<file path="config.mk">
export PLATFORM = sky130hd
export DESIGN_NAME = input_column_fifo
export DESIGN_NICKNAME = d
export VERILOG_FILES = /design/src/rtl/input_column_fifo.sv
export SDC_FILE = /design/constraint.sdc
export NUM_CORES = 1
export LEC_CHECK = 0
export ABC_CLOCK_PERIOD_IN_PS = 10300
export BUFFER_PORTS_ARGS = -buffer_cell sky130_fd_sc_hd__buf_2
export CAP_MARGIN = 20
export CELL_PAD_IN_SITES_DETAIL_PLACEMENT = 0
export CELL_PAD_IN_SITES_GLOBAL_PLACEMENT = 1
export CORE_MARGIN = 1
export CORE_UTILIZATION = 51
export DETAILED_ROUTE_END_ITERATION = 16
export PLACE_DENSITY_LB_ADDON = 0.1
export SLEW_MARGIN = 10
export SYNTH_ARGS = -nofsm -noshare
export SYNTH_HDL_FRONTEND = slang
export SYNTH_SLANG_ARGS = --single-unit
export TNS_END_PERCENT = 30
</file>
<file path="constraint.sdc">
create_clock -name clk -period 10.3 [get_ports clk]
set_clock_uncertainty 0.1 [all_clocks]
set_input_delay 2.06 -clock clk [delete_from_list [all_inputs] [get_ports clk]]
set_output_delay 2.06 -clock clk [all_outputs]
set_load 0.01 [all_outputs]
</file>
<file path="src/rtl/input_column_fifo.sv">
// input_column_fifo
//   Circular column buffer with a ready/valid interface on both sides.
//   Each column holds LANES pixels of PIX_W bits.  They are presented on the
//   read side widened to LANE_W bits per lane, either zero- or sign-extended
//   as selected by sext.
//
// Ports
//   clk       : sole clock; all state updates on its rising edge
//   rst_n     : asynchronous active-low reset (pointers, level, overflow)
//   flush     : synchronous clear of pointers, level and overflow
//   sext      : 0 = zero-extend, 1 = sign-extend pixels to LANE_W
//   wr_valid  : a column is offered on wr_data
//   wr_ready  : the buffer can accept a column (level != DEPTH)
//   wr_data   : input column, lane i at [i*PIX_W +: PIX_W]
//   rd_valid  : rd_data holds the oldest stored column (level != 0)
//   rd_ready  : the consumer takes rd_data
//   rd_data   : extended column, lane i at [i*LANE_W +: LANE_W]
//   level     : number of stored columns
//   overflow  : sticky flag, set when a write is attempted while full
module input_column_fifo #(
    parameter int LANES  = 10,
    parameter int PIX_W  = 9,
    parameter int LANE_W = 16,
    parameter int DEPTH  = 4
) (
    input  logic                      clk,
    input  logic                      rst_n,
    input  logic                      flush,
    input  logic                      sext,
    input  logic                      wr_valid,
    output logic                      wr_ready,
    input  logic [LANES*PIX_W-1:0]    wr_data,
    output logic                      rd_valid,
    input  logic                      rd_ready,
    output logic [LANES*LANE_W-1:0]   rd_data,
    output logic [$clog2(DEPTH):0]    level,
    output logic                      overflow
);

    localparam int AW = $clog2(DEPTH);
    localparam int LW = AW + 1;

    logic [LANES*PIX_W-1:0] mem_q [DEPTH];

    logic [AW-1:0] wr_ptr_q, wr_ptr_d;
    logic [AW-1:0] rd_ptr_q, rd_ptr_d;
    logic [LW-1:0] level_q,  level_d;
    logic          ovf_q,    ovf_d;

    logic wr_fire;
    logic rd_fire;

    // Handshake flags come only from the registered level, so there is no
    // combinational path from rd_ready to wr_ready.
    assign wr_ready = (level_q != LW'(DEPTH));
    assign rd_valid = (level_q != '0);
    assign level    = level_q;
    assign overflow = ovf_q;

    assign wr_fire = wr_valid && wr_ready && !flush;
    assign rd_fire = rd_valid && rd_ready && !flush;

    always_comb begin
        wr_ptr_d = wr_ptr_q;
        rd_ptr_d = rd_ptr_q;
        level_d  = level_q;
        ovf_d    = ovf_q;

        if (flush) begin
            wr_ptr_d = '0;
            rd_ptr_d = '0;
            level_d  = '0;
            ovf_d    = 1'b0;
        end else begin
            // A write while full is dropped and flagged, even if a read is
            // accepted on the same edge.
            if (wr_valid && !wr_ready) begin
                ovf_d = 1'b1;
            end
            if (wr_fire) begin
                wr_ptr_d = wr_ptr_q + AW'(1);
            end
            if (rd_fire) begin
                rd_ptr_d = rd_ptr_q + AW'(1);
            end
            if (wr_fire && !rd_fire) begin
                level_d = level_q + LW'(1);
            end else if (rd_fire && !wr_fire) begin
                level_d = level_q - LW'(1);
            end
        end
    end

    always_ff @(posedge clk or negedge rst_n) begin
        if (!rst_n) begin
            wr_ptr_q <= '0;
            rd_ptr_q <= '0;
            level_q  <= '0;
            ovf_q    <= 1'b0;
        end else begin
            wr_ptr_q <= wr_ptr_d;
            rd_ptr_q <= rd_ptr_d;
            level_q  <= level_d;
            ovf_q    <= ovf_d;
        end
    end

    // Storage is never cleared.  A write during reset can only land in a slot
    // that is empty once reset ends, and it is overwritten before anything
    // reads it, so the write enable does not need to include rst_n.
    always_ff @(posedge clk) begin
        if (wr_fire) begin
            mem_q[wr_ptr_q] <= wr_data;
        end
    end

    logic [LANES*PIX_W-1:0] head;
    assign head = mem_q[rd_ptr_q];

    for (genvar i = 0; i < LANES; i++) begin : g_lane
        logic [PIX_W-1:0] pix;
        assign pix = head[i*PIX_W +: PIX_W];
        if (LANE_W == PIX_W) begin : g_same
            assign rd_data[i*LANE_W +: LANE_W] = pix;
        end else begin : g_ext
            assign rd_data[i*LANE_W +: LANE_W] =
                {{(LANE_W-PIX_W){sext & pix[PIX_W-1]}}, pix};
        end
    end

endmodule

</file>
==> results.md <==
- Utilization after layout: 0.6092
- Layout filler cell count: 1910
- 1st-pass router iterations: 5
- Via count of the first global-routing pass: roughly 7000
- Vias: ~6600
- Number of sinks driven by the clock tree: ~370
- Most frequent standard cell in the layout excluding fill and tap cells: sky130_fd_sc_hd__edfxtp_1
- Arrival time of the worst setup path: 3.48 ns
- Count of final max-slew check failures: 0
- Die height: 168.2 um
- Worst slack at placement: approximately 5 ns
- Final Hold Violating Endpoints: 0
- Area of the placeable core: around 0.027 sq mm
- CTS Buf Count: 38
- Sequential share of power: 0.461
- Pint: between 2 and 3 mW
- Crit path top cell by count: sky130_fd_sc_hd__buf_4
- Power density cells: roughly 230 mW/mm^2
- Area share of the leading cell type in the synthesized netlist: 0.7677
- Reg clk slew, reported paths: around 0.050 ns
- Final global-route overflow total: 0
- Count of mapped cells out of synthesis: between 600 and 700
- Wire length of the first global-routing pass: just over 40000 um
- Switching power: roughly 1000 uW
- Commonest non-fill, non-tap cells in the layout: 360 x sky130_fd_sc_hd__edfxtp_1, 261 x sky130_fd_sc_hd__buf_2, 90 x sky130_fd_sc_hd__mux4_2
- Average instance area after synthesis: 23.28 sq um
- Primary flip-flop cell chosen by synthesis mapping: sky130_fd_sc_hd__edfxtp_1
- Remaining number of nets flagged by the antenna check after routing: 0
- Hold_sp: overflow
- Post-CTS setup buffer count: 0
- TritonCTS clock tree: built
- Total DRC errors in the routed layout: 0
- Final Power: about 3.9 mW
- Largest stage delay, worst path: ~0.73 ns
- Result of the run: completed
- Data required time at the worst endpoint: ~8 ns
- Starting density of the core: 0.5211
- RePlAce Congestion: approximately 0.72
- Final Hold Slack: roughly 0.4 ns
- VDD IR-drop max: 0.0001396 V
- Crit path max-delay cell type: sky130_fd_sc_hd__dfrtp_4
- Critical path class: reg2out
- Cell taking the most area after synthesis: sky130_fd_sc_hd__edfxtp_1
- Worst path setup slack after routing: 4.664 ns
- Number of enable flip-flop cells after synthesis: 360
- DP Area: roughly 0.015 sq mm
- Warning count from the yosys run: 0
- Reg2Reg Capture Point: mem_q[3][8]
- Routed WL: about 27000 um
- Worst r2r src: level[2]
- Layout Cells excl Fill: around 1200
- Startpoint of the most critical setup path: rd_ptr_q[0]
- Number of nets at the end of the flow: around 930
- Net switching fraction of the power: 0.2589
- Reg2reg path depth: 4
- Die area: around 0.028 sq mm
- Leakage power: ~5.7 nW
- Distinct cell type count after synthesis: 31
- Pin count of the biggest net entering global routing: 70
- Worst skew pair latency: around 0.51 ns
- Number of I/O pins: around 260
- Fraction of power consumed by the clock network: 0.331
- Share of cells above drive strength 1: 0.4918
- Starting DRC count in detailed routing: ~450
- Portion of total power attributed to combinational logic: 0.208
- Final-report setup violation count: 0
- DP HPWL: 16280 um
- Total standard cell area after synthesis: roughly 0.014 sq mm
- Top area cells in the synthesized netlist: sky130_fd_sc_hd__edfxtp_1 77%, sky130_fd_sc_hd__mux4_2 14%, sky130_fd_sc_hd__buf_4 3.7%
- Max Cap Viol: 0
- Port Buf Inserts: 261
- Register bit count reported by yosys: around 370
- Portion of the post-synthesis area used by sequential elements: 0.7819
- Vias per inst: 5.503
- Post-Place Cells: 1129
- Worst-path fanout max: 38
- Detail-routed net length per standard cell: ~22 um
- Startpoint types: flop
- Slew of the pin with the lowest slew margin: 1.053 ns
- Hold/Removal Path Class: reg2reg
- Highest attainable clock frequency: between 150 and 200 MHz
- Setup repair after global routing missed its margin: no
- Rel. slew slack: 0.2982
- Initial antenna violation count: 7
- CTS max path bufs: 3
- # resized after CTS: 0
- Count of hold buffers inserted by post-cts repair: 0
- Final cell area excluding filler cells: between 0.015 and 0.02 sq mm
- Cell chain of the critical path: buf_4 -> buf_4 -> mux4_2 -> buf_2
- R2R setup slack: 7.28 ns
- Final critical-path required period: 5.636 ns
- Fin Setup TNS: 0 ns
- # rows: 60
- Total global routing track utilization: 0.1949
- Synth-to-layout area growth: 16.92%
- Destination of the critical timing path: rd_data[67]
- Async S/R FF share, synth: 0.02174
- H-tree depth reported by CTS: 2
- Die extent in x: 168.2 um
- Post-synth net total: 706
- Share of the clock period used by the worst path: 0.5472
- Cell at the root of the clock tree: sky130_fd_sc_hd__clkbuf_16
- Worst Setup End Kind: output pin
[worst min path at each step]
stage                           to  cells past startpoint
final                     overflow                      2
after floorplan           overflow                      2
after detailed placement  overflow                      2
after global placement    overflow                      2
after global routing      overflow                      2
after CTS                 overflow                      2
[registers in the layout, indices dropped and copies added, names as in the netlist]
register / flops
rd_ptr_q: 2
level: 3
mem_q: 360
wr_ptr_q: 2
overflow: 1
[critical path: cells and delay by family, from the launching register on]
family	cells	cell delay [ns]
buf+inv	3	1.58
flops	1	0.73
mux	1	0.62
[per-layer routing]
metal	routed length (um)	up-vias	GRT usage
met4	433	4	0.05494
met3	2324	47	0.06841
met2	13120	274	0.3212
met5	20	-	0
li1	-	2898	-
met1	10800	3392	0.2467
[cells in the mapped netlist, types with 2 or more instances]
cell type	instances
sky130_fd_sc_hd__edfxtp_1	360
sky130_fd_sc_hd__mux4_2	90
sky130_fd_sc_hd__buf_4	69
sky130_fd_sc_hd__and2_1	14
sky130_fd_sc_hd__buf_2	13
sky130_fd_sc_hd__nor2_1	10
sky130_fd_sc_hd__dfrtp_1	8
sky130_fd_sc_hd__inv_1	6
sky130_fd_sc_hd__ha_1	4
sky130_fd_sc_hd__a21oi_1	3
sky130_fd_sc_hd__buf_6	2
sky130_fd_sc_hd__mux2_2	2
sky130_fd_sc_hd__mux2i_1	2
sky130_fd_sc_hd__nand3_1	2
sky130_fd_sc_hd__nand3b_1	2
sky130_fd_sc_hd__o21ai_0	2
sky130_fd_sc_hd__xor2_1	2
[cell type report]
cell class	instances	area, sq um	area share
multi-input cells	146	2450	0.1488
inverters	6	22.52	0.001368
clock inverters	20	123.9	0.007523
flip-flops and latches	368	11020	0.6692
diodes	5	12.51	0.0007599
clock buffers	48	1052	0.06391
well taps	341	426.7	0.02591
repair buffers	268	1359	0.08253
[cell families (layout without fill, tap and decap cells)]
logic type                 after synthesis  count (layout)  share of synthesized area
AOI/OAI and AO/OA                       12              12                   0.006575
xor gates and xnor gates                 2               2                   0.001244
adders and majority gates                5               5                   0.004976
buffers and inverters                   91             342                    0.04487
DFF                                    368             368                     0.7819
muxes                                   94              94                     0.1470
other                                    0               5                          0
and+or+nand+nor                         33              33                    0.01350
[power groups by stage]
stage | clock [mW] | combinational [mW] | sequential (mW)
global route | 1.36 | 0.871 | 1.79
finish | 1.28 | 0.802 | 1.78
global placement | 0 | 0.815 | 1.81
CTS | 1.31 | 0.822 | 1.78
detailed placement | 0 | 0.818 | 1.82
floorplan | 0 | 0.615 | 1.78
(Power assumes the default switching activity.)
